==> config.mk <==
export PLATFORM = sky130hd
export DESIGN_NAME = halflife_input_cond
export DESIGN_NICKNAME = d
export VERILOG_FILES = /design/src/rtl/halflife_input_cond.sv
export SDC_FILE = /design/constraint.sdc
export NUM_CORES = 1
export LEC_CHECK = 0
export ABC_AREA = 1
export CORE_ASPECT_RATIO = 1.5
export CORE_MARGIN = 4
export CORE_UTILIZATION = 45
export CTS_BUF_LIST = sky130_fd_sc_hd__clkbuf_4 sky130_fd_sc_hd__clkbuf_8 sky130_fd_sc_hd__clkbuf_16
export CTS_CLUSTER_SIZE = 8
export DETAILED_ROUTE_END_ITERATION = 10
export GPL_ROUTABILITY_DRIVEN = 0
export GPL_TIMING_DRIVEN = 0
export PLACE_DENSITY = 0.72
export SLEW_MARGIN = 20
export SYNTH_ARGS = -nofsm -noshare
export SYNTH_HDL_FRONTEND = slang
export SYNTH_SLANG_ARGS = --single-unit
==> constraint.sdc <==
create_clock -name clk -period 2.7 [get_ports clk]
set_input_delay 0.54 -clock clk [delete_from_list [all_inputs] [get_ports clk]]
set_output_delay 0.54 -clock clk [all_outputs]
set_load 0.03 [all_outputs]
==> src/rtl/halflife_input_cond.sv <==
// rtl/halflife_input_cond.sv - button sync/debounce, pulse and auto-repeat generation for the half-life counter core
module halflife_input_cond #(
  parameter int DEBOUNCE_CYCLES = 16,
  parameter int REPEAT_DELAY    = 64,
  parameter int REPEAT_RATE     = 16,
  parameter bit REPEAT_EN       = 1'b1
) (
  input  logic       clk,
  input  logic       rst,
  input  logic       up_btn,
  input  logic       down_btn,
  input  logic       load_btn,
  input  logic [3:0] in_raw,
  output logic       up_pulse,
  output logic       down_pulse,
  output logic       load_pulse,
  output logic [3:0] in_q
);

  localparam int DBW  = $clog2(DEBOUNCE_CYCLES + 1);
  localparam int RMAX = (REPEAT_DELAY > REPEAT_RATE) ? REPEAT_DELAY : REPEAT_RATE;
  localparam int RW   = $clog2(RMAX + 1);
  localparam logic [DBW-1:0] DB_LAST    = DBW'(DEBOUNCE_CYCLES - 1);
  localparam logic [RW-1:0]  DELAY_LAST = RW'(REPEAT_DELAY - 1);
  localparam logic [RW-1:0]  RATE_LAST  = RW'(REPEAT_RATE - 1);

  // Button index: 0 = up, 1 = down, 2 = load.
  logic [2:0]     btn_s1_q, btn_s2_q;
  logic [3:0]     in_s1_q, in_s2_q;
  logic [2:0]     lvl_q, lvl_d, rise;
  logic [DBW-1:0] db_cnt_q [3];
  logic [DBW-1:0] db_cnt_d [3];
  logic [RW-1:0]  rcnt_q [2];
  logic [RW-1:0]  rcnt_d [2];
  logic [1:0]     rphase_q, rphase_d, fire;
  logic           both_q, both_d;
  logic           up_d, down_d, load_d;
  logic [3:0]     in_d;

  always_comb begin
    lvl_d = lvl_q;
    for (int i = 0; i < 3; i++) begin
      db_cnt_d[i] = '0;
      if (btn_s2_q[i] != lvl_q[i]) begin
        if (db_cnt_q[i] == DB_LAST) lvl_d[i] = btn_s2_q[i];
        else                        db_cnt_d[i] = db_cnt_q[i] + 1'b1;
      end
    end
  end

  assign rise   = lvl_d & ~lvl_q;
  assign both_q = lvl_q[0] & lvl_q[1];
  assign both_d = lvl_d[0] & lvl_d[1];

  // Repeat timing restarts whenever a direction is not held alone, on either side of the edge.
  always_comb begin
    rphase_d = rphase_q;
    fire     = '0;
    for (int i = 0; i < 2; i++) begin
      rcnt_d[i] = '0;
      fire[i] = REPEAT_EN && lvl_q[i] && lvl_d[i] && !both_q && !both_d &&
                (rcnt_q[i] == (rphase_q[i] ? RATE_LAST : DELAY_LAST));
      if (fire[i]) begin
        rphase_d[i] = 1'b1;
      end else if (!lvl_d[i] || rise[i] || both_q || both_d || !REPEAT_EN) begin
        rphase_d[i] = 1'b0;
      end else begin
        rcnt_d[i] = rcnt_q[i] + 1'b1;
      end
    end
  end

  always_comb begin
    load_d = rise[2];
    up_d   = (rise[0] | fire[0]) & ~both_d & ~load_d;
    down_d = (rise[1] | fire[1]) & ~both_d & ~load_d;
    in_d   = rise[2] ? in_s2_q : in_q;
  end

  always_ff @(posedge clk) begin
    if (rst) begin
      btn_s1_q   <= '0;
      btn_s2_q   <= '0;
      in_s1_q    <= '0;
      in_s2_q    <= '0;
      lvl_q      <= '0;
      rphase_q   <= '0;
      up_pulse   <= 1'b0;
      down_pulse <= 1'b0;
      load_pulse <= 1'b0;
      in_q       <= '0;
      for (int i = 0; i < 3; i++) db_cnt_q[i] <= '0;
      for (int i = 0; i < 2; i++) rcnt_q[i] <= '0;
    end else begin
      btn_s1_q   <= {load_btn, down_btn, up_btn};
      btn_s2_q   <= btn_s1_q;
      in_s1_q    <= in_raw;
      in_s2_q    <= in_s1_q;
      lvl_q      <= lvl_d;
      rphase_q   <= rphase_d;
      up_pulse   <= up_d;
      down_pulse <= down_d;
      load_pulse <= load_d;
      in_q       <= in_d;
      for (int i = 0; i < 3; i++) db_cnt_q[i] <= db_cnt_d[i];
      for (int i = 0; i < 2; i++) rcnt_q[i] <= rcnt_d[i];
    end
  end

endmodule

==> summary.txt, run 1 <==
CTS
  – H-tree Lvls: 2
  – Hold Buf Count CTS: 0
  – Root buf cell: clkbuf_8
  – CTS resizes: 0
  – CTS buffer count: 5
  – TritonCTS clock tree: built
  – Clock Sinks: 55
  – Worst-case clock buffer depth: 2
  – Skew-Pair Late Insertion Delay: approximately 0.3 ns
  – Register clock-pin slew on the reported worst setup and hold paths: about 0.090 ns
  – Setup bufs post-CTS: 0

Floorplan
  – I/O pin cnt: 16
  – Rows: 30
  – Chip width: about 64 um
  – Core area: 4540 sq um
  – Starting density of the core: between 40 and 50%
  – Die height: roughly 92 um
  – Die area: between 5000 and 6000 sq um

Layout
  – Fin nets: approximately 300
  – Fillcell total: around 430
  – Layout area overhead: 15.1%
  – Share of layout cells above drive strength 1: roughly 6.8%
  – Ant. Diodes: 0
  – Most frequent cells in the layout: 57 x nor2_1, 55 x dfxtp_1, 41 x inv_1
  – Fin area: about 2400 sq um
  – Commonest non-fill, non-tap cell in the layout: nor2_1

Drt
  – Vias per inst: ~4.5
  – DR WL/cell: 8.99 um
  – Pre-Repair DR Iteration Count: 4
  – DR DRC count: 0
  – Vias: 1557
  – Routed WL: between 3000 and 4000 um
  – Final ANT Viol Nets: 0
  – DRT iter0 DRCs: 34

Power
  – VDD IR max: ~0.38 mV
  – Pwr per Cell Area: roughly 540 nW/um^2
  – Lkg Pwr: ~0.93 nW
  – Design Power: about 1.3 mW

Global routing
  – Initial antenna violation count: 0
  – Largest net degree at the start of global routing: 18
  – GRT Total Usage: 12.2%
  – Total grt overflow: 0
  – Vias in the first global route: 1494
  – First-pass GRT wire length: approximately 5800 um

STA
  – Setup_tns: 0 ns
  – Max Clock Skew: around 0.0033 ns
  – RSZ-0062 raised after global routing: no
  – F_max: around 530 MHz
  – Slew Limit Fails: 0
  – Fin. Hold Viols: 0
  – Worst-margin pin slew: 0.468 ns
  – Slew margin rel.: roughly 70%
  – Final period util: 69.2%
  – Final setup violation count: 0
  – Minimum period implied by the final worst setup slack: roughly 1.9 ns

Hold path
  – Hold_sp: in_s1_q[1]
  – Worst hold-check path type: flop to flop

Synth
  – YS warnings: 0
  – Most used flip-flop cell after synthesis: dfxtp_1
  – Share of the yosys chip area belonging to registers: between 50% and 60%
  – Number of flops mapped to enable cells by yosys: 0
  – Mapped Cells: approximately 260
  – Yosys cell types: 24
  – Async S/R FF share, synth: 0%
  – Syn_area_per_cell: roughly 8.2 sq um
  – Syn_nets: roughly 280
  – Yosys reg bits: 55
  – Mapped Area: 2110 sq um

Placed design
  – Dpl hpwl: between 2000 and 2500 um
  – Dpl cell area: between 2000 and 2500 sq um
  – Input/output buffers: 15

Setup path
  – Worst reg2reg startpoint: db_cnt_q[0][10]
  – CP Launch Point: in_q[1]
  – Critical path type: flop to output port
  – Crit path cell chain: clkdlybuf4s50_1
  – Critical path endpoint category: output port
  – Crit-path max cell delay: around 0.67 ns
  – Slowest-stage cell, CP: clkdlybuf4s50_1
  – CP required: ~2.2 ns
  – Critical path startpoint category: flop
  – Crit path DAT: approximately 1.3 ns
  – Crit path max-delay family: buffers and inverters
  – CP max FO: 2
  – CP Buf/Inv Count: 1

Run
  – Number of maximum-capacitance violations: 0

Outcome
  – Status: finished clean
registers in the layout, summed over array words and instances, names as in the netlist:
name / cells
in_s2_q: 4
btn_s1_q: 3
rphase_q: 2
in_s1_q: 4
in_q: 4
rcnt_q: 14
btn_s2_q: 3
up_pulse: 1
db_cnt_q: 15
load_pulse: 1
lvl_q: 3
down_pulse: 1
area by class of cell:
class                           count  area (sq um)  share of cell area [%]
Clock buffer                        5          68.8                    2.83
Tap cell                           64          80.1                    3.29
Multi-Input combinational cell    159           840                    34.5
Clock inverter                      3          20.0                   0.823
Sequential cell                    55          1100                    45.3
Inverter                           42           158                    6.48
Buffer                              2          15.0                   0.617
Timing Repair Buffer               15           150                    6.17
where the power goes:
part           switching [mW]  internal, mW  leakage (nW)
combinational          0.0171        0.0177         0.443
clock                   0.260         0.181        0.0402
sequential            0.00466         0.822         0.446
synth_stat cells (3+ instances only):
library cell / n / area [sq um]
inv_1: 41 / 154
dfxtp_1: 55 / 1100
xor2_1: 5 / 43.8
nand2_2: 3 / 18.8
o21ai_0: 7 / 35.0
ha_1: 8 / 100
nor3_1: 7 / 35.0
xnor2_1: 3 / 26.3
nand3_1: 10 / 50.1
nor2_1: 57 / 214
nor3b_1: 3 / 22.5
a21oi_1: 9 / 45.0
nand2_1: 34 / 128
nand4_1: 4 / 25.0
worst reg2reg max path: cells and delay by family, from the launching register on:
| kind | cells | cell delay [ns] |
|---|---|---|
| compound gates | 1 | 0.05 |
| buf+inv | 1 | 0.19 |
| flops | 1 | 0.38 |
| fa+ha+maj | 2 | 0.35 |
| simple gates | 5 | 0.67 |
metrics by stage:
step	hold slack (ns)	worst slack, ns	utilization (%)	instances
after floorplan	0.388	1.24	-	258
after global placement	0.390	0.867	51.6	337
after detailed placement	0.395	0.835	51.6	337
after CTS	0.409	0.806	53.6	345
after global routing	0.425	0.772	53.6	345
final	0.408	0.830	53.6	345
cell families after synthesis:
kind of cell               share of synthesized area [%]
adders and majority gates                           4.74
and+or+nand+nor                                     26.4
DFF                                                 52.1
AOI/OAI and AO/OA                                   5.27
xor gates and xnor gates                            3.32
buffers and inverters                               8.17
worst paths after layout:
path / end / slack (ns) / cells after the start
worst max-delay path: in_q[1] / 0.83 / 1
worst min-delay path: in_s2_q[1] / 0.41 / 2
worst max register to register: down_pulse / 0.95 / 9
worst min register to register: in_s2_q[1] / 0.41 / 2
layer usage:
layer	wire, um	GRT usage, %
met1	1370	13.0
met2	1530	21.2
met3	105	2.82
met4	97	7.57
met5	0	0
No activity file was read; power rests on OpenSTA's default activity.
==> run 2: changes to the inputs <==
--- a/config.mk
+++ b/config.mk
@@ -14,7 +14,7 @@
 export DETAILED_ROUTE_END_ITERATION = 10
 export GPL_ROUTABILITY_DRIVEN = 0
 export GPL_TIMING_DRIVEN = 0
-export PLACE_DENSITY = 0.72
+export PLACE_DENSITY = 0.74
 export SLEW_MARGIN = 20
 export SYNTH_ARGS = -nofsm -noshare
 export SYNTH_HDL_FRONTEND = slang
==> constraint.sdc (replaced) <==
create_clock -name clk -period 1.7 [get_ports clk]
set_input_delay 0.34 -clock clk [delete_from_list [all_inputs] [get_ports clk]]
set_output_delay 0.34 -clock clk [all_outputs]
set_load 0.03 [all_outputs]
==> run 2 against run 1 <==
  * Clock-buffer cell count increased by 1
  * Clock power increased by 97%
  * Clock skew decreased by 0.0016 ns
  * Wire length increased by 7.5%
  * Largest power group unchanged
==> summary.txt, run 2 (same netlist as run 1, synthesis figures left out) <==
Layout
  – Fillcell total: around 380
  – Most frequent cells in the layout: 51 x dfxtp_1, 49 x nor2_1, 39 x inv_1
  – Largest Register: db_cnt_q
  – Largest regs: db_cnt_q (15), rcnt_q (14)
  – Register Area: about 1100 sq um
  – Layout area overhead: 23.0%
  – Fin nets: 300
  – Ant. Diodes: 0
  – Multi-input gate area: between 900 and 1000 sq um
  – Commonest non-fill, non-tap cell in the layout: dfxtp_1
  – Max FFs per register: 15
  – Share of layout cells above drive strength 1: between 15 and 20%
  – Post-Layout Cell Count: ~350

Power
  – Clock Power Share: between 30 and 40%
  – P_sw: approximately 430 uW
  – Design Power: between 2 and 2.5 mW
  – Pwr per Cell Area: roughly 860 nW/um^2
  – Lkg Pwr: just over 1 nW
  – Sw frac: between 10% and 20%
  – VDD IR max: roughly 0.64 mV
  – Sequential Power Share: about three fifths
  – P_int: around 1.8 mW
  – Combinational fraction of design power: ~2.5%

CTS
  – Register clock-pin slew on the reported worst setup and hold paths: 0.09 ns
  – Root buf cell: clkbuf_8
  – H-tree Lvls: 2
  – CTS buffer count: 5
  – Skew-Pair Late Insertion Delay: about 0.30 ns
  – Worst-case clock buffer depth: 2
  – Clock Sinks: 55
  – TritonCTS clock tree: built
  – Hold Buf Count CTS: 0

Setup path
  – Crit path cell chain: ha_4, nand2_2, nor2_2, ha_2, inv_2, nand2_4, nand2_4, nor3_4, nand3_4, nor2_2
  – CP Buf/Inv Count: 1
  – Critical path endpoint category: flop
  – CP Depth: 10
  – Slowest-stage cell, CP: dfxtp_2
  – Worst reg2reg startpoint: db_cnt_q[0][6]
  – Crit path DAT: about 1.9 ns
  – CP Launch Point: db_cnt_q[0][6]
  – Crit-path max cell delay: about 0.37 ns
  – Crit path max-delay family: simple AND/OR/NAND/NOR gates
  – Critical path type: flop to flop
  – CP required: about 2.0 ns
  – CP max FO: 7
  – R2R setup slack: about 0.056 ns
  – Worst R2R End: rcnt_q[0][12]
  – Reg2Reg Depth: 10
  – Critical path startpoint category: flop
  – Setup crit end: rcnt_q[0][12]

Placed design
  – Placed cells: approximately 340
  – Input/output buffers: 15
  – Dpl ws: -0.0550 ns
  – Dpl hpwl: between 2000 and 2500 um

Hold path
  – Worst hold path stage count: 2
  – Worst hold-check path type: flop to flop

Global routing
  – GRT Total Usage: 12.1%
  – Total grt overflow: 0
  – Vias in the first global route: 1466
  – Initial antenna violation count: 0
  – First-pass GRT wire length: 5680 um
  – Largest net degree at the start of global routing: 17

STA
  – Final setup violation count: 0
  – Final setup margin: around 0.056 ns
  – Setup_tns: 0 ns
  – F_max: just over 600 MHz
  – Fin. Hold Viols: 0
  – Max Clock Skew: 0.00169 ns
  – RSZ-0062 raised after global routing: yes
  – Worst-margin pin slew: around 0.42 ns
  – Final period util: around 97%
  – Hold WS: just over 0.4 ns
  – Minimum period implied by the final worst setup slack: approximately 1.6 ns
  – Slew margin rel.: between 70% and 80%
  – Slew Limit Fails: 0

Drt
  – Vias: about 1.6k
  – DRT iter0 DRCs: 25
  – DR DRC count: 0
  – Pre-Repair DR Iteration Count: 4
  – Routed WL: approximately 3300 um
  – Vias per inst: between 4 and 5
  – Final ANT Viol Nets: 0
  – DR WL/cell: 9.59 um

Floorplan
  – Core area: 4540 sq um
  – Chip width: between 60 and 70 um
  – Die height: 91.9 um
  – Rows: 30
  – I/O pin cnt: 16
  – Die area: a little under 6000 sq um
  – Starting density of the core: a little under half

Outcome
  – Status: finished clean

Run
  – Number of maximum-capacitance violations: 0
-- run 2: worst min-delay path by stage --
stage | startpoint | to | slack [ns]
2_1_floorplan | btn_s1_q[0] | btn_s2_q[0] | 0.39
3_3_place_gp | in_s1_q[0] | in_s2_q[0] | 0.39
3_5_place_dp | in_s1_q[3] | in_s2_q[3] | 0.40
4_1_cts | in_s1_q[3] | in_s2_q[3] | 0.41
5_1_grt | in_s1_q[0] | in_s2_q[0] | 0.42
6_report | btn_s1_q[1] | btn_s2_q[1] | 0.41
-- run 2: power by group through the flow --
stage | combinational, mW | clock [mW] | sequential [mW]
2_1_floorplan | 0.0299 | 0 | 1.34
3_3_place_gp | 0.0541 | 0 | 1.34
3_5_place_dp | 0.0557 | 0 | 1.34
4_1_cts | 0.0558 | 0.904 | 1.31
5_1_grt | 0.0637 | 0.947 | 1.31
6_report | 0.0557 | 0.870 | 1.31
-- run 2: layout make-up --
| class | instances | area share, % |
|---|---|---|
| buffer | 2 | 0.577 |
| clock buffer | 6 | 3.18 |
| clock inverter | 2 | 1.35 |
| inverter | 42 | 6.06 |
| multi-input combinational | 159 | 35.9 |
| sequential | 55 | 42.6 |
| tap | 64 | 3.08 |
| timing repair buffer | 18 | 7.17 |
-- run 2: metrics by stage --
step                utilization, %  cell area [sq um]
CTS                           54.2               2460
global placement              51.6               2340
floorplan                        -               2110
finish                        57.2               2600
detailed placement            51.6               2340
global route                  57.2               2600
-- run 2: what timing repair did --
action / 4_1_cts / 5_1_grt
setup endpoints to repair: 6 / 26
gates resized for setup: 1 / 34
pin swaps: 0 / 13
buffers inserted: 0 / 3
-- run 2: tightest hold or removal path, stage by stage (launching register included) --
cell and delay (ns):
dfxtp_1 0.31, inv_1 0.04, nor2_1 0.03
-- run 2: routing by layer --
metal / global-route usage, % / up-vias / routed length [um]
met5: 0 / - / 0
li1: - / 851 / -
met4: 6.85 / 0 / 78
met1: 11.7 / 711 / 1390
met3: 3.43 / 6 / 128
met2: 22.3 / 24 / 1740
==> run 3: changes to the inputs <==
--- a/config.mk
+++ b/config.mk
@@ -8,13 +8,13 @@
 export ABC_AREA = 1
 export CORE_ASPECT_RATIO = 1.5
 export CORE_MARGIN = 4
-export CORE_UTILIZATION = 45
+export CORE_UTILIZATION = 35
 export CTS_BUF_LIST = sky130_fd_sc_hd__clkbuf_4 sky130_fd_sc_hd__clkbuf_8 sky130_fd_sc_hd__clkbuf_16
 export CTS_CLUSTER_SIZE = 8
 export DETAILED_ROUTE_END_ITERATION = 10
 export GPL_ROUTABILITY_DRIVEN = 0
 export GPL_TIMING_DRIVEN = 0
-export PLACE_DENSITY = 0.74
+export PLACE_DENSITY = 0.62
 export SLEW_MARGIN = 20
 export SYNTH_ARGS = -nofsm -noshare
 export SYNTH_HDL_FRONTEND = slang
==> run 3 against run 2 <==
  * Sequential power hardly changed
  * First-iteration DRC count rose to 3.2 times the previous value
  * Highest routed layer unchanged
  * Non-clock buffer count shrank 1
  * Sequential cell count unchanged
  * Largest power group unchanged
  * Die area rose by 25%
  * Cell area shrank 1.5%
  * Clock-buffer cell count down 1
==> summary.txt, run 3 (same netlist as run 1, synthesis figures left out) <==
STA
  – F_max: 597 MHz
  – RSZ-0062 raised after global routing: yes
  – Final setup violation count: 0
  – Fin. Hold Viols: 0
  – Max Clock Skew: around 0.0066 ns
  – Slew margin rel.: between 70% and 80%
  – Worst-margin pin slew: roughly 0.43 ns
  – Setup_tns: 0 ns
  – Slew Limit Fails: 0
  – Minimum period implied by the final worst setup slack: between 1.5 and 2 ns
  – Hold WS: just over 0.4 ns
  – Final period util: between 90% and 100%

Global routing
  – Total grt overflow: 0
  – Largest net degree at the start of global routing: 19
  – First-pass GRT wire length: approximately 5600 um
  – GRT Total Usage: 9.59%
  – Initial antenna violation count: 0
  – Vias in the first global route: around 1.4k

Layout
  – Fin nets: between 200 and 300
  – Final core utilization: roughly 44%
  – Layout area overhead: 21.1%
  – Commonest non-fill, non-tap cell in the layout: nor2_1
  – Largest regs: db_cnt_q (15), rcnt_q (14)
  – Ant. Diodes: 0
  – Share of layout cells above drive strength 1: approximately 14%
  – Largest Register: db_cnt_q
  – Max FFs per register: 15
  – Most frequent cells in the layout: 50 x nor2_1, 49 x dfxtp_1, 39 x inv_1

Drt
  – DR DRC count: 0
  – Routed WL: 3250 um
  – DR WL/cell: just over 9 um
  – DRT iter0 DRCs: 80
  – Vias: 1559
  – Vias per inst: ~4.4
  – Pre-Repair DR Iteration Count: 4
  – Final ANT Viol Nets: 0

CTS
  – Clock Sinks: 55
  – Worst-case clock buffer depth: 2
  – TritonCTS clock tree: built
  – Skew-Pair Late Insertion Delay: roughly 0.30 ns
  – Register clock-pin slew on the reported worst setup and hold paths: ~0.1 ns
  – H-tree Lvls: 2
  – Root buf cell: clkbuf_8
  – Hold Buf Count CTS: 0
  – CTS buffer count: 5

Floorplan
  – Rows: 34
  – I/O pin cnt: 16
  – Chip width: ~71 um
  – Starting density of the core: a little over a third
  – Die area: roughly 7400 sq um
  – Core area: 5830 sq um
  – Die height: ~100 um

Run
  – Number of maximum-capacitance violations: 0

Placed design
  – Input/output buffers: 15
  – Dpl hpwl: between 2000 and 2500 um

Setup path
  – Critical path endpoint category: flop
  – CP max FO: 7
  – CP required: a little under 2 ns
  – Crit path cell chain: ha_4, nand2_2, nor2_2, ha_2, inv_2, nand2_4, nand2_4, nor3_4, nand3_4, nor2_2
  – Critical path type: flop to flop
  – Crit path DAT: 1.92 ns
  – Critical path startpoint category: flop
  – Slowest-stage cell, CP: dfxtp_2
  – Crit-path max cell delay: 0.38 ns

Power
  – Lkg Pwr: ~1.0 nW
  – VDD IR max: approximately 0.68 mV
  – Pwr per Cell Area: approximately 900 nW/um^2
  – Design Power: about 2.2 mW

Hold path
  – Worst hold-check path type: flop to flop

Outcome
  – Status: finished clean
[run 3: cell count changes in the layout (fill, tap and decap cells not counted), sizes merged]
cell / delta
buf: -1
clkbuf: -1
clkdlybuf4s50: +1
dlymetal6s2s: -1
inv: +1
[run 3: area by class of cell]
| class | instances | area (sq um) |
|---|---|---|
| multi-input cells | 159 | 900 |
| clock inverters | 3 | 47.5 |
| plain buffers | 2 | 15.0 |
| fillers | 553 | 3270 |
| flip-flops and latches | 55 | 1110 |
| well taps | 72 | 90.1 |
| clock buffers | 5 | 68.8 |
| repair buffers | 17 | 173 |
| inverters | 42 | 158 |
[run 3: timing repair]
action | CTS | global route
cloned | 0 | 0
endpoints found under the setup margin | 6 | 26
resized for setup | 1 | 26
pin swaps | 0 | 11
buffers inserted | 0 | 2
[run 3: worst max-delay path: cells and delay by family, from the launching register on]
family                     cells  cell delay, ns
adders and majority gates      2            0.35
buffers and inverters          1            0.05
and+or+nand+nor                7            0.84
DFF                            1            0.38
[run 3: through the flow]
| step | worst slack [ns] | area (sq um) | cells |
|---|---|---|---|
| after floorplan | 0.236 | 2110 | 258 |
| after global placement | -0.0644 | 2350 | 345 |
| after detailed placement | -0.101 | 2350 | 345 |
| after CTS | 0.00726 | 2470 | 353 |
| after global routing | -0.0899 | 2560 | 355 |
| final | 0.0262 | 2560 | 355 |
[run 3: power breakdown]
group	leakage, nW	internal [mW]	switching (mW)
Sequential	0.449	1.31	0.00730
Clock	0.0587	0.447	0.427
Combinational	0.504	0.0291	0.0279
[run 3: metal layers]
metal	track usage (%)	vias up	wire length [um]
met2	17.3	25	1640
li1	-	846	-
met4	5.21	0	74
met1	10.0	682	1410
met5	0	-	0
met3	2.61	6	127
[run 3: final timing paths]
check	slack (ns)	depth (start not counted)	endpoint	from
max reg2reg	0.03	10	rcnt_q[0][7]	db_cnt_q[0][6]
max	0.03	10	rcnt_q[0][7]	db_cnt_q[0][6]
min	0.41	2	in_s2_q[3]	in_s1_q[3]
min reg2reg	0.41	2	in_s2_q[3]	in_s1_q[3]
